==> src/rtl/pong_game_ctrl_if.sv <==
`default_nettype none
// ============================================================================
//  Module   : pong_game_ctrl_if
//  Brief    : Handshake/status bundle between the pong game sequencer and the
//             ball datapath / display logic.
//  Revision : 1.0  initial release
// ============================================================================
interface pong_game_ctrl_if #(
  parameter int LIVES_W = 3
);
  logic               start_btn;
  logic               pause_btn;
  logic               miss_left;
  logic               miss_right;
  logic               paddle_hit;
  logic               ball_tick_en;
  logic               ball_center;
  logic               serve_dir;
  logic [LIVES_W-1:0] lives_l;
  logic [LIVES_W-1:0] lives_r;
  logic               game_over;
  logic               winner;
  logic [1:0]         state;

  // Sequencer side
  modport master (
    input  start_btn, pause_btn, miss_left, miss_right, paddle_hit,
    output ball_tick_en, ball_center, serve_dir, lives_l, lives_r,
           game_over, winner, state
  );

  // Datapath / button / display side
  modport slave (
    output start_btn, pause_btn, miss_left, miss_right, paddle_hit,
    input  ball_tick_en, ball_center, serve_dir, lives_l, lives_r,
           game_over, winner, state
  );
endinterface
`default_nettype wire

==> src/rtl/pong_game_ctrl.sv <==
`default_nettype none
// ============================================================================
//  Module   : pong_game_ctrl
//  Brief    : Pong match sequencer: match FSM, lives counters, ball step
//             divider. Optional macro SPEEDUP_EN enables paddle-hit speed-up.
//  Revision : 1.0  initial release
// ============================================================================
module pong_game_ctrl #(
  parameter int TICK_DIV    = 65536,
  parameter int SERVE_TICKS = 60,
  parameter int LIVES       = 7,
  parameter int LIVES_W     = 3
) (
  input logic              clk,
  input logic              rst,
  pong_game_ctrl_if.master bus
);
  localparam int                 DIV_W      = $clog2(TICK_DIV + 1);
  localparam int                 SRV_W      = (SERVE_TICKS > 1) ? $clog2(SERVE_TICKS) : 1;
  localparam logic [DIV_W-1:0]   DIV_BASE   = DIV_W'(TICK_DIV);
  localparam logic [SRV_W-1:0]   SRV_LAST   = SRV_W'(SERVE_TICKS - 1);
  localparam logic [LIVES_W-1:0] LIVES_INIT = LIVES_W'(LIVES);

  typedef enum logic [1:0] {
    ST_IDLE  = 2'd0,
    ST_SERVE = 2'd1,
    ST_PLAY  = 2'd2,
    ST_OVER  = 2'd3
  } state_t;

  state_t             state_q, state_d;
  logic [DIV_W-1:0]   cnt_q, cnt_d, div;
  logic [SRV_W-1:0]   srv_cnt_q, srv_cnt_d;
  logic [LIVES_W-1:0] lives_l_q, lives_l_d, lives_r_q, lives_r_d;
  logic               start_prev_q, start_prev_d, start_edge_q, start_edge_d;
  logic               pause_prev_q, pause_prev_d, pause_edge_q, pause_edge_d;
  logic               paused_q, paused_d;
  logic               serve_dir_q, serve_dir_d;
  logic               winner_q, winner_d;
  logic               ball_tick_en_q, ball_tick_en_d;
  logic               ball_center_q, ball_center_d;
  logic               game_over_q, game_over_d;
  logic               running, tick;

`ifdef SPEEDUP_EN
  logic [1:0] hit_cnt_q, hit_cnt_d, lvl_q, lvl_d;

  // Every fourth hit in PLAY raises the speed level, capped at 2.
  always_comb begin
    hit_cnt_d = hit_cnt_q;
    lvl_d     = lvl_q;
    if (state_q == ST_PLAY && bus.paddle_hit) begin
      hit_cnt_d = hit_cnt_q + 2'd1;
      if (hit_cnt_q == 2'd3 && lvl_q != 2'd2) lvl_d = lvl_q + 2'd1;
    end
    if (state_d == ST_SERVE && state_q != ST_SERVE) begin
      hit_cnt_d = 2'd0;
      lvl_d     = 2'd0;
    end
  end

  always_ff @(posedge clk) begin
    if (rst) begin
      hit_cnt_q <= 2'd0;
      lvl_q     <= 2'd0;
    end else begin
      hit_cnt_q <= hit_cnt_d;
      lvl_q     <= lvl_d;
    end
  end

  assign div = DIV_BASE >> lvl_q;
`else
  logic unused_paddle_hit;
  assign unused_paddle_hit = bus.paddle_hit;
  assign div               = DIV_BASE;
`endif

  always_comb begin
    state_d      = state_q;
    srv_cnt_d    = srv_cnt_q;
    lives_l_d    = lives_l_q;
    lives_r_d    = lives_r_q;
    paused_d     = paused_q;
    serve_dir_d  = serve_dir_q;
    winner_d     = winner_q;
    start_prev_d = bus.start_btn;
    start_edge_d = bus.start_btn & ~start_prev_q;
    pause_prev_d = bus.pause_btn;
    pause_edge_d = bus.pause_btn & ~pause_prev_q;

    // '>=' keeps the wrap safe when a speed-up shrinks div below the count.
    running = (state_q == ST_SERVE) || (state_q == ST_PLAY && !paused_q);
    tick    = running && (cnt_q >= div - DIV_W'(1));
    cnt_d   = cnt_q;
    if (running) cnt_d = tick ? '0 : cnt_q + DIV_W'(1);

    case (state_q)
      ST_IDLE, ST_OVER: begin
        if (start_edge_q) begin
          state_d     = ST_SERVE;
          lives_l_d   = LIVES_INIT;
          lives_r_d   = LIVES_INIT;
          serve_dir_d = 1'b0;
          winner_d    = 1'b0;
        end
      end
      ST_SERVE: begin
        if (tick) begin
          if (srv_cnt_q == SRV_LAST) state_d = ST_PLAY;
          else                       srv_cnt_d = srv_cnt_q + SRV_W'(1);
        end
      end
      ST_PLAY: begin
        if (pause_edge_q) paused_d = ~paused_q;
        if (!paused_q) begin
          if (bus.miss_left) begin
            lives_l_d   = (lives_l_q != '0) ? lives_l_q - LIVES_W'(1) : '0;
            serve_dir_d = 1'b1;
            if (lives_l_q <= LIVES_W'(1)) begin
              state_d  = ST_OVER;
              winner_d = 1'b1;
            end else begin
              state_d  = ST_SERVE;
            end
          end else if (bus.miss_right) begin
            lives_r_d   = (lives_r_q != '0) ? lives_r_q - LIVES_W'(1) : '0;
            serve_dir_d = 1'b0;
            if (lives_r_q <= LIVES_W'(1)) begin
              state_d  = ST_OVER;
              winner_d = 1'b0;
            end else begin
              state_d  = ST_SERVE;
            end
          end
        end
      end
      default: state_d = ST_IDLE;
    endcase

    if (state_d != state_q) begin
      cnt_d     = '0;
      srv_cnt_d = '0;
      paused_d  = 1'b0;
    end

    // A step is suppressed on the clock that leaves PLAY.
    ball_tick_en_d = tick && (state_q == ST_PLAY) && (state_d == ST_PLAY);
    ball_center_d  = (state_d != ST_PLAY);
    game_over_d    = (state_d == ST_OVER);
  end

  always_ff @(posedge clk) begin
    if (rst) begin
      state_q        <= ST_IDLE;
      cnt_q          <= '0;
      srv_cnt_q      <= '0;
      lives_l_q      <= LIVES_INIT;
      lives_r_q      <= LIVES_INIT;
      start_prev_q   <= 1'b0;
      start_edge_q   <= 1'b0;
      pause_prev_q   <= 1'b0;
      pause_edge_q   <= 1'b0;
      paused_q       <= 1'b0;
      serve_dir_q    <= 1'b0;
      winner_q       <= 1'b0;
      ball_tick_en_q <= 1'b0;
      ball_center_q  <= 1'b1;
      game_over_q    <= 1'b0;
    end else begin
      state_q        <= state_d;
      cnt_q          <= cnt_d;
      srv_cnt_q      <= srv_cnt_d;
      lives_l_q      <= lives_l_d;
      lives_r_q      <= lives_r_d;
      start_prev_q   <= start_prev_d;
      start_edge_q   <= start_edge_d;
      pause_prev_q   <= pause_prev_d;
      pause_edge_q   <= pause_edge_d;
      paused_q       <= paused_d;
      serve_dir_q    <= serve_dir_d;
      winner_q       <= winner_d;
      ball_tick_en_q <= ball_tick_en_d;
      ball_center_q  <= ball_center_d;
      game_over_q    <= game_over_d;
    end
  end

  assign bus.state        = state_q;
  assign bus.lives_l      = lives_l_q;
  assign bus.lives_r      = lives_r_q;
  assign bus.ball_tick_en = ball_tick_en_q;
  assign bus.ball_center  = ball_center_q;
  assign bus.serve_dir    = serve_dir_q;
  assign bus.game_over    = game_over_q;
  assign bus.winner       = winner_q;
endmodule
`default_nettype wire

==> src/flat_wrapper.sv <==
// flat-port wrapper written by rule: the top's interface ports become plain ports
module pong_game_ctrl_flat 
#(
  parameter int TICK_DIV    = 65536,
  parameter int SERVE_TICKS = 60,
  parameter int LIVES       = 7,
  parameter int LIVES_W     = 3
)
  (clk, rst, bus_start_btn, bus_pause_btn, bus_miss_left, bus_miss_right, bus_paddle_hit, bus_ball_tick_en, bus_ball_center, bus_serve_dir, bus_lives_l, bus_lives_r, bus_game_over, bus_winner, bus_state);
  pong_game_ctrl_if #(.LIVES_W(LIVES_W)) bus_i ();
  input logic clk;
  input logic rst;
  input wire logic [$bits(bus_i.start_btn)-1:0] bus_start_btn;
  input wire logic [$bits(bus_i.pause_btn)-1:0] bus_pause_btn;
  input wire logic [$bits(bus_i.miss_left)-1:0] bus_miss_left;
  input wire logic [$bits(bus_i.miss_right)-1:0] bus_miss_right;
  input wire logic [$bits(bus_i.paddle_hit)-1:0] bus_paddle_hit;
  output wire logic [$bits(bus_i.ball_tick_en)-1:0] bus_ball_tick_en;
  output wire logic [$bits(bus_i.ball_center)-1:0] bus_ball_center;
  output wire logic [$bits(bus_i.serve_dir)-1:0] bus_serve_dir;
  output wire logic [$bits(bus_i.lives_l)-1:0] bus_lives_l;
  output wire logic [$bits(bus_i.lives_r)-1:0] bus_lives_r;
  output wire logic [$bits(bus_i.game_over)-1:0] bus_game_over;
  output wire logic [$bits(bus_i.winner)-1:0] bus_winner;
  output wire logic [$bits(bus_i.state)-1:0] bus_state;
  assign bus_i.start_btn = bus_start_btn;
  assign bus_i.pause_btn = bus_pause_btn;
  assign bus_i.miss_left = bus_miss_left;
  assign bus_i.miss_right = bus_miss_right;
  assign bus_i.paddle_hit = bus_paddle_hit;
  assign bus_ball_tick_en = bus_i.ball_tick_en;
  assign bus_ball_center = bus_i.ball_center;
  assign bus_serve_dir = bus_i.serve_dir;
  assign bus_lives_l = bus_i.lives_l;
  assign bus_lives_r = bus_i.lives_r;
  assign bus_game_over = bus_i.game_over;
  assign bus_winner = bus_i.winner;
  assign bus_state = bus_i.state;
  pong_game_ctrl #(.TICK_DIV(TICK_DIV), .SERVE_TICKS(SERVE_TICKS), .LIVES(LIVES), .LIVES_W(LIVES_W)) u_core (.clk(clk), .rst(rst), .bus(bus_i));
endmodule
==> config.mk <==
export PLATFORM = sky130hd
export DESIGN_NAME = pong_game_ctrl_flat
export DESIGN_NICKNAME = d
export VERILOG_FILES = /design/src/rtl/pong_game_ctrl_if.sv /design/src/rtl/pong_game_ctrl.sv /design/src/flat_wrapper.sv
export SDC_FILE = /design/constraint.sdc
export NUM_CORES = 1
export LEC_CHECK = 0
export BUFFER_PORTS_ARGS = -buffer_cell sky130_fd_sc_hd__buf_2
export CELL_PAD_IN_SITES_DETAIL_PLACEMENT = 0
export CELL_PAD_IN_SITES_GLOBAL_PLACEMENT = 2
export CORE_ASPECT_RATIO = 1.1
export CORE_UTILIZATION = 38
export DETAILED_ROUTE_END_ITERATION = 7
export HOLD_SLACK_MARGIN = 0.12
export PLACE_DENSITY_LB_ADDON = 0.12
export SLEW_MARGIN = 40
export SYNTH_ARGS = -nofsm -noshare
export SYNTH_HDL_FRONTEND = slang
export SYNTH_SLANG_ARGS = --single-unit
==> constraint.sdc <==
create_clock -name clk -period 6.3 [get_ports clk]
set_clock_uncertainty 0.15 [all_clocks]
set_input_delay 0.945 -clock clk [delete_from_list [all_inputs] [get_ports clk]]
set_output_delay 0.945 -clock clk [all_outputs]
set_load 0.005 [all_outputs]
==> impl_metrics.csv, run 1 <==
group,metric,value,unit
status,status,"completed",
timing,fin_crit_sh,54.7,%
timing,rsz0062_at_grt,"false",
global_routing,grtUsageTotal,16.0,%
die,io_pins,20,
power_and_ir_drop,p_per_area,232,nW/um2
global_routing,grt_max_degree,30,
power_and_ir_drop,switching_share,21.7,%
timing,finalSetupTns,0,ps
logic_synthesis,async_flop_share,0,%
critical_path,cp-end-kind,"register",
job,cap_violations,0,
critical_path,timing.rr.start,"u_core.bus.state[1]$_SDFF_PP0_",
layout,fill_cells,591,
clocking,cts_max_level,2,
drt,drcViolationCount,0,
timing,period_minus_slack,3440,ps
clocking,cts-root-buf,"clkbuf_8",
logic_synthesis,yosysWarnings,0,
clocking,cts_sinks,41,
die,core_region_area,5400,um2
global_routing,antenna_found_initial,0,
timing,slew_headroom,58.5,%
timing,slew_viol_final,0,
critical_path,critical_path.max_fanout,24,
clocking,clockBufferDepth,2,
timing,setup_viol,0,
logic_synthesis,ys_seq_area_share,38.5,%
placed_design,place_ws,2920,ps
die,die_w,73.4,um
clocking,post_cts_buffers,0,
global_routing,grt_pass1_wl,7290,um
drt,vias,1751,
min_path,hp-start,"u_core.start_prev_q$_SDFF_PP0_",
die,start_util,39.5,%
power_and_ir_drop,ir_worst_vdd,0.000119,V
layout,multiInputGateArea,1190,um2
power_and_ir_drop,pwr-share-clk,45.1,%
logic_synthesis,mappedNetlistNets,270,
power_and_ir_drop,power_frac_comb,6.8,%
layout,syn_to_final_growth,11.9,%
placed_design,place_inst,333,
logic_synthesis,yosysMostFrequentCell,"dfxtp_1",
clocking,hold_buffers,0,
placed_design,place_hpwl,3040,um
logic_synthesis,yosysUniqueCellTypes,53,
critical_path,crit_family,"compound AO/OA/AOI/OAI gates",
logic_synthesis,ys_seq_elements,41,
timing,fmax,0.290,GHz
clocking,worstSkewPairLatency,290,ps
layout,seq_area,821,um2
power_and_ir_drop,p_int,433,uW
logic_synthesis,synth_edf_count,0,
die,die_area,5910,um2
timing,hold_viol,0,
layout,antennaDiodeCount,0,
critical_path,cp.required,6310,ps
global_routing,overflow,0,
drt,drtIter0Drc,60,
logic_synthesis,synth_top_cell_by_area,"dfxtp_1",
drt,viasPerCell,5.13,
logic_synthesis,synthFlopType,"dfxtp_1",
placed_design,place_congestion,0.711,
drt,routedWlPerCell,12.7,um
global_routing,grt_pass1_vias,1607,
logic_synthesis,synth_area,2130,um2
drt,dr.pass1.iters,2,
power_and_ir_drop,p_leak,0.000835,uW
logic_synthesis,avgSynthCellArea,8.39,um2
critical_path,startpoint,"u_core.bus.state[1]$_SDFF_PP0_",
critical_path,cp-start-kind,"register",
clocking,cts-buffers-inserted,5,
timing,fin_ws,2860,ps
logic_synthesis,synth_common_cells,"dfxtp_1, nor2_1, nand2_1",
logic_synthesis,synth_area_leaders,"dfxtp_1, ha_1, xnor2_1",
clocking,clk_pin_slew,80,ps
layout,layoutNonFillerInstCount,341,
logic_synthesis,syn_inst,254,
critical_path,critical_path_buf_inv_count,0,
logic_synthesis,synth_top_area_share,38.5,%
critical_path,criticalPathCategory,"reg -> reg",
critical_path,arrival,3450,ps
layout,fin_nets,281,
drt,antenna_left,0,
critical_path,path_cells,"ha_1 -> nor2b_1 -> o21ai_2 -> o311ai_0 -> a221o_2 -> nor3b_1",
clocking,post_cts_resize_count,0,
die,die_h,80.6,um
drt,drt_wl_total,4350,um
power_and_ir_drop,p_switching,120,uW
die,rows,28,
power_and_ir_drop,seqPwrFrac,48.1,%
layout,drive_gt1_share,13.2,%
timing,tightest_slew,622,ps
critical_path,cp_slowest_cell,"o311ai_0",
placed_design,io_buffers,18,
clocking,tritoncts,"yes",
critical_path,critPathMaxStageDelay,600,ps
min_path,hold_path.class,"reg -> reg",
[metrics by stage]
stage	total power (uW)	instance area [um2]	utilization [%]	hold WS [ps]
5_1_grt	578	2390	44.2	259
4_1_cts	562	2390	44.2	243
6_report	553	2390	44.2	239
2_1_floorplan	299	2130	-	217
3_5_place_dp	310	2250	41.7	230
3_3_place_gp	310	2250	41.7	223
[layout by cell type, fill, tap and decap left out, types with 3 or more instances in the layout]
cell type | Yosys | final
a21oi_1 | 17 | 17
buf_2 | 4 | 18
clkbuf_8 | 0 | 5
dfxtp_1 | 41 | 41
ha_1 | 9 | 9
inv_1 | 14 | 14
nand2_1 | 20 | 20
nand2b_1 | 4 | 4
nand3_1 | 7 | 7
nor2_1 | 27 | 27
nor2b_1 | 7 | 7
nor3_1 | 5 | 5
nor3b_1 | 8 | 8
o211ai_1 | 5 | 5
o21ai_0 | 14 | 14
o31ai_1 | 4 | 4
or3_1 | 3 | 3
or4_1 | 3 | 3
xnor2_1 | 12 | 12
[final timing paths]
kind / depth (start not counted) / endpoint / slack (ps)
setup / recovery: 6 / u_core.cnt_q[14]$_SDFFE_PP0P_ / 2860
hold reg to reg: 1 / u_core.start_edge_q$_SDFF_PP0_ / 240
setup reg to reg: 6 / u_core.cnt_q[14]$_SDFFE_PP0P_ / 2860
hold / removal: 1 / u_core.start_edge_q$_SDFF_PP0_ / 240
[sequential cells by signal, summed over array words and instances (netlist names)]
| name | count |
|---|---|
| u_core.cnt_q | 17 |
| u_core.srv_cnt_q | 6 |
| u_core.bus.lives_l | 3 |
| u_core.bus.lives_r | 3 |
| u_core.bus.state | 2 |
| u_core.bus.ball_center | 1 |
| u_core.bus.ball_tick_en | 1 |
| u_core.bus.game_over | 1 |
| u_core.bus.serve_dir | 1 |
| u_core.bus.winner | 1 |
| u_core.pause_edge_q | 1 |
| u_core.pause_prev_q | 1 |
| u_core.paused_q | 1 |
| u_core.start_edge_q | 1 |
| u_core.start_prev_q | 1 |
[worst register-to-register path: cells and delay by family (launching register included)]
kind,cells,cell delay [ps]
flip-flops,1,430
AND/OR/NAND/NOR,2,720
adder cells (fa/ha/maj),1,560
AO/OA/AOI/OAI,3,1450
[routing by layer]
layer	share of wire [%]	track usage (%)	up-vias
li1	-	-	918
met1	49	19.6	814
met2	48	27.7	15
met3	2.0	3.76	4
met4	0.97	4.62	0
met5	0	0	-
[power by group through the flow]
| stage | combinational (uW) | sequential (uW) | clock, uW |
|---|---|---|---|
| 2_1_floorplan | 28.0 | 271 | 0 |
| 3_3_place_gp | 38.3 | 272 | 0 |
| 3_5_place_dp | 38.2 | 272 | 0 |
| 4_1_cts | 38.3 | 266 | 258 |
| 5_1_grt | 42.7 | 266 | 269 |
| 6_report | 37.6 | 266 | 249 |
[cell type report]
class / count / area share [%]
clock buffer: 5 / 2.88
clock inverter: 3 / 2.73
inverter: 14 / 2.20
multi-input combinational: 185 / 50.1
sequential: 41 / 34.4
tap: 75 / 3.93
timing repair buffer: 18 / 3.78
[kinds of logic (layout without fill, tap and decap cells)]
group | count (synthesis) | count (layout) | synth area share (%)
DFF | 41 | 41 | 38.5
xor gates and xnor gates | 13 | 13 | 5.34
AOI/OAI and AO/OA | 61 | 61 | 19.2
buffers and inverters | 28 | 40 | 5.52
adders and majority gates | 9 | 9 | 5.28
and+or+nand+nor | 102 | 102 | 26.2
No activity file was read; power rests on OpenSTA's default activity.
==> run 2, diff against run 1 <==
--- a/config.mk
+++ b/config.mk
@@ -9,7 +9,7 @@
 export CELL_PAD_IN_SITES_DETAIL_PLACEMENT = 0
 export CELL_PAD_IN_SITES_GLOBAL_PLACEMENT = 2
 export CORE_ASPECT_RATIO = 1.1
-export CORE_UTILIZATION = 38
+export CORE_UTILIZATION = 32
 export DETAILED_ROUTE_END_ITERATION = 7
 export HOLD_SLACK_MARGIN = 0.12
 export PLACE_DENSITY_LB_ADDON = 0.12
==> constraint.sdc (replaced) <==
create_clock -name clk -period 2.8 [get_ports clk]
set_clock_uncertainty 0.15 [all_clocks]
set_input_delay 0.42 -clock clk [delete_from_list [all_inputs] [get_ports clk]]
set_output_delay 0.42 -clock clk [all_outputs]
set_load 0.005 [all_outputs]
==> run 2 against run 1 <==
Combinational power grew to 2.7 times the previous value; worst hold slack worse by 29 ps; clock power grew 51%; die area grew 18%; critical endpoint is now u_core.srv_cnt_q[4]$_SDFFE_PP0P_; via count grew 3.0%; flip-flop and latch count did not move; critical path depth grew 2; utilization is 5.2 points lower; highest routed layer unchanged; fmax rose by 29%; non-clock buffer count rose by 14; power rose by 94%; global-route usage fell by 1.2 points.
==> impl_metrics.csv, run 2 (synthesized netlist as in run 1, its figures left out) <==
group,metric,value,unit
status,status,"completed",
clocking,cts_sinks,41,
clocking,hold_buffers,0,
drt,drtIter0Drc,47,
power_and_ir_drop,power,1070,uW
global_routing,met1_usage,17.8,%
layout,fin_nets,295,
global_routing,antenna_found_initial,0,
clocking,cts-buffers-inserted,5,
die,io_pins,20,
power_and_ir_drop,p_leak,0.000885,uW
die,die_h,87.6,um
timing,fin_ws,130,ps
critical_path,criticalPathCategory,"reg -> reg",
timing,setup_viol,0,
global_routing,overflow,0,
placed_design,place_ws,99.4,ps
global_routing,busiest_layer,"met2",
critical_path,crit_top_cell,"nor2_1",
layout,layout_common_cells,"dfxtp_1, nor2_1, nand2_1",
critical_path,arrival,2750,ps
layout,final_common_cell,"dfxtp_1",
global_routing,grt_pass1_vias,1751,
clocking,clockBufferDepth,2,
die,rows,30,
placed_design,place_hpwl,3350,um
power_and_ir_drop,p_per_area,436,nW/um2
drt,dr.pass1.iters,4,
timing,slew_viol_final,0,
power_and_ir_drop,ir_worst_vdd,0.000191,V
die,start_util,33.8,%
placed_design,place_congestion,0.710,
min_path,hold_path.class,"in -> reg",
die,core_region_area,6310,um2
critical_path,path_cells,"nand4_2 -> or4_4 -> nor2_1 -> ha_1 -> nor2_1 -> o22a_2 -> or4_1 -> a21oi_1",
clocking,cts_max_level,2,
drt,drt_wl_total,4590,um
timing,tightest_slew,592,ps
job,cap_violations,0,
clocking,tritoncts,"yes",
critical_path,cp-end-kind,"register",
layout,syn_to_final_growth,15.3,%
global_routing,grt_max_degree,18,
layout,top_regs,"u_core.cnt_q x17, u_core.srv_cnt_q x6",
timing,fin_crit_sh,95.4,%
timing,fmax,0.375,GHz
drt,drcViolationCount,0,
global_routing,use_met2,26.4,%
critical_path,cp.required,2880,ps
drt,routedWlPerCell,12.8,um
die,die_area,6990,um2
clocking,worstSkewPairLatency,290,ps
layout,antennaDiodeCount,0,
global_routing,grt.met3_usage,3.44,%
timing,whs,210,ps
placed_design,io_buffers,18,
die,die_w,79.8,um
timing,slew_headroom,60.5,%
timing,finalSetupTns,0,ps
drt,antenna_left,0,
timing,rsz0062_at_grt,"false",
clocking,cts-root-buf,"clkbuf_8",
timing,period_minus_slack,2670,ps
clocking,clk_pin_slew,80,ps
drt,viasPerCell,5.01,
drt,vias,1804,
global_routing,grtUsageTotal,14.8,%
timing,hold_viol,0,
critical_path,critical_path.max_fanout,13,
layout,finalCoreUtilization,39.0,%
layout,largest_reg_flops,17,
layout,top_register,"u_core.cnt_q",
critical_path,cp_slowest_cell,"or4_4",
critical_path,cp-start-kind,"register",
global_routing,grt_pass1_wl,8070,um
critical_path,critPathMaxStageDelay,590,ps
layout,drive_gt1_share,17.1,%
==> run 2: cell types whose count changed in the layout (fill, tap and decap cells not counted) <==
| cell | before | now |
|---|---|---|
| clkinv_2 | 1 | 2 |
| buf_4 | 0 | 13 |
| buf_12 | 0 | 1 |
| bufinv_16 | 2 | 0 |
| clkbuf_1 | 0 | 1 |
==> run 2: worst paths after layout <==
check | depth (start not counted) | endpoint | slack (ps) | start
worst max-delay path | 8 | u_core.srv_cnt_q[4]$_SDFFE_PP0P_ | 130 | u_core.cnt_q[7]$_SDFFE_PP0P_
worst min-delay path | 2 | u_core.pause_prev_q$_SDFF_PP0_ | 210 | bus_pause_btn
worst max register to register | 8 | u_core.srv_cnt_q[4]$_SDFFE_PP0P_ | 130 | u_core.cnt_q[7]$_SDFFE_PP0P_
worst min register to register | 1 | u_core.pause_edge_q$_SDFF_PP0_ | 240 | u_core.pause_prev_q$_SDFF_PP0_
==> run 2: power by group <==
part	internal (uW)	switching (uW)	total (uW)
combinational	40.0	59.9	99.9
sequential	590	5.78	596
clock	173	203	376
total	803	269	1070
==> run 2: layout make-up <==
cell class,count,area [um2]
fillers,668,3850
multi-input cells,185,1190
flip-flops and latches,41,821
repair buffers,32,208
well taps,80,100
clock buffers,6,72.6
inverters,14,52.6
clock inverters,2,10.0
==> run 2: critical path, delay by kind of cell (launching register included) <==
family | cells | cell delay (ps)
flip-flops | 1 | 390
AO/OA/AOI/OAI | 2 | 460
AND/OR/NAND/NOR | 5 | 1440
adder cells (fa/ha/maj) | 1 | 170
==> run 2: what timing repair did <==
action / 4_1_cts / 5_1_grt
buffers inserted: 0 / 0
endpoints found under the setup margin: 0 / 3
resized for setup: 0 / 1
==> run 2: per-layer routing <==
metal,up-vias,part of all wire (%)
met5,-,0
met4,0,1.0
met3,4,1.8
met2,12,49
met1,839,48
li1,949,-
==> run 2: metrics by stage <==
| step | instance area (um2) | instances |
|---|---|---|
| 5_1_grt | 2460 | 360 |
| 4_1_cts | 2460 | 360 |
| 3_5_place_dp | 2370 | 352 |
| 6_report | 2460 | 360 |
| 3_3_place_gp | 2370 | 352 |
| 2_1_floorplan | 2130 | 254 |
==> run 3, diff against run 2 <==
--- a/config.mk
+++ b/config.mk
@@ -12,7 +12,7 @@
 export CORE_UTILIZATION = 32
 export DETAILED_ROUTE_END_ITERATION = 7
 export HOLD_SLACK_MARGIN = 0.12
-export PLACE_DENSITY_LB_ADDON = 0.12
+export PLACE_DENSITY_LB_ADDON = 0.08
 export SLEW_MARGIN = 40
 export SYNTH_ARGS = -nofsm -noshare
 export SYNTH_HDL_FRONTEND = slang
==> run 3 against run 2 <==
Global-route usage increased by 0.11 points; count of clock-buffer cells in the layout decreased by 1; clock power increased by 51%; critical path type unchanged; utilization increased by 0.58 points; combinational power about the same; power increased by 18%; first-iteration DRC count decreased by 13%; design area increased by 1.5%; sequential share of layout area decreased by 0.49 points; routed wire length increased by 1.7%.
==> impl_metrics.csv, run 3 (synthesized netlist as in run 1, its figures left out) <==
group,metric,value,unit
global_routing,grt_pass1_vias,1683,
critical_path,criticalPathCategory,"reg -> reg",
status,status,"completed",
timing,setup_viol,0,
critical_path,timing.rr.start,"u_core.cnt_q[7]$_SDFFE_PP0P_",
power_and_ir_drop,ir_worst_vdd,0.000173,V
global_routing,grt_max_degree,18,
die,die_area,6990,um2
die,die_w,79.8,um
drt,routedWlPerCell,13.0,um
layout,seq_area,821,um2
critical_path,cp-start-kind,"register",
global_routing,overflow,0,
clocking,post_cts_buffers,0,
die,start_util,33.8,%
timing,slew_viol_final,0,
power_and_ir_drop,p_per_area,506,nW/um2
critical_path,cp.required,2890,ps
power_and_ir_drop,p_leak,0.000900,uW
layout,fill_cells,652,
clocking,clk_pin_slew,80,ps
timing,fin_crit_sh,93.2,%
placed_design,io_buffers,18,
global_routing,use_met2,24.8,%
layout,finalCoreUtilization,39.6,%
layout,drive_gt1_share,16.9,%
drt,viasPerCell,5.01,
layout,antennaDiodeCount,0,
critical_path,startpoint,"u_core.cnt_q[7]$_SDFFE_PP0P_",
critical_path,cp-end-kind,"register",
layout,largest_reg_flops,17,
critical_path,path_cells,"nand4_2 -> or4_4 -> nor2_1 -> ha_1 -> nor2_1 -> o22a_2 -> or4_4 -> a21oi_2",
placed_design,place_congestion,0.675,
layout,multiInputGateArea,1190,um2
layout,final_common_cell,"dfxtp_1",
timing,hold_viol,0,
critical_path,reg2reg_depth,8,
drt,dr.pass1.iters,4,
critical_path,critical_path.max_fanout,11,
critical_path,critPathMaxStageDelay,590,ps
global_routing,met1_usage,19.0,%
clocking,clockBufferDepth,2,
critical_path,cp_slowest_cell,"or4_4",
timing,fmax,0.383,GHz
clocking,cts_max_level,2,
clocking,cts_sinks,41,
layout,syn_to_final_growth,17.0,%
layout,top_regs,"u_core.cnt_q x17, u_core.srv_cnt_q x6",
timing,slew_headroom,63.3,%
clocking,tritoncts,"yes",
critical_path,r2r_setup_slack,190,ps
global_routing,grt.met3_usage,3.44,%
die,rows,30,
global_routing,busiest_layer,"met2",
critical_path,reg2reg_to,"u_core.srv_cnt_q[5]$_SDFFE_PP0P_",
job,cap_violations,0,
die,io_pins,20,
timing,tightest_slew,547,ps
layout,layout_common_cells,"dfxtp_1, nor2_1, nand2_1",
critical_path,crit_end,"u_core.srv_cnt_q[5]$_SDFFE_PP0P_",
die,die_h,87.6,um
clocking,cts-buffers-inserted,5,
critical_path,arrival,2690,ps
layout,top_register,"u_core.cnt_q",
min_path,hold_path.class,"in -> reg",
global_routing,antenna_found_initial,0,
drt,vias,1795,
drt,drcViolationCount,0,
drt,drt_wl_total,4670,um
die,core_region_area,6310,um2
global_routing,grt_pass1_wl,8070,um
timing,finalSetupTns,0,ps
clocking,cts-root-buf,"clkbuf_8",
clocking,worstSkewPairLatency,290,ps
drt,drtIter0Drc,41,
placed_design,place_hpwl,3360,um
layout,fin_nets,293,
timing,period_minus_slack,2610,ps
timing,rsz0062_at_grt,"false",
drt,antenna_left,0,
global_routing,grtUsageTotal,14.9,%
-- run 3: worst min-delay path by stage --
stage / cells past startpoint / end / from / slack, ps
2_1_floorplan: 1 / u_core.pause_edge_q$_SDFF_PP0_ / u_core.pause_prev_q$_SDFF_PP0_ / 220
3_3_place_gp: 1 / u_core.pause_edge_q$_SDFF_PP0_ / u_core.pause_prev_q$_SDFF_PP0_ / 230
3_5_place_dp: 1 / u_core.pause_edge_q$_SDFF_PP0_ / u_core.pause_prev_q$_SDFF_PP0_ / 230
4_1_cts: 2 / u_core.pause_prev_q$_SDFF_PP0_ / bus_pause_btn / 200
5_1_grt: 2 / u_core.start_prev_q$_SDFF_PP0_ / bus_start_btn / 210
6_report: 2 / u_core.start_prev_q$_SDFF_PP0_ / bus_start_btn / 210
-- run 3: timing repair --
| item | 4_1_cts | 5_1_grt |
|---|---|---|
| gates resized for setup | 0 | 2 |
| hold buffers | 0 | 0 |
| endpoints found under the setup margin | 0 | 12 |
-- run 3: metal layers --
| layer | up-vias | share of wire [%] |
|---|---|---|
| met5 | - | 0 |
| met4 | 0 | 0.71 |
| met3 | 2 | 2.1 |
| met2 | 14 | 47 |
| met1 | 837 | 50 |
| li1 | 942 | - |
-- run 3: layout make-up --
cell class | instances | area share (%)
tap | 80 | 4.01
timing repair buffer | 30 | 7.72
clock inverter | 3 | 2.61
clock buffer | 5 | 2.76
sequential | 41 | 32.9
multi-input combinational | 185 | 47.9
inverter | 14 | 2.11
-- run 3: worst max-delay path, delay by kind of cell, from the launching register on --
kind	cells	cell delay [ps]
AND/OR/NAND/NOR	5	1430
adder cells (fa/ha/maj)	1	170
AO/OA/AOI/OAI	2	410
flip-flops	1	390
-- run 3: power breakdown --
part	total [uW]	internal (uW)	switching, uW
Sequential	596	590	5.81
Combinational	100	40.0	60.0
Clock	566	354	211
-- run 3: stage by stage --
stage / power (uW) / instance area, um2 / setup WS (ps) / hold WS (ps) / std cells
final: 1260 / 2490 / 190 / 213 / 358
after global routing: 1320 / 2490 / 16.3 / 205 / 358
after CTS: 1290 / 2490 / 102 / 201 / 358
after detailed placement: 713 / 2360 / 107 / 226 / 350
after global placement: 712 / 2360 / 123 / 226 / 350
after floorplan: 673 / 2130 / 258 / 217 / 254
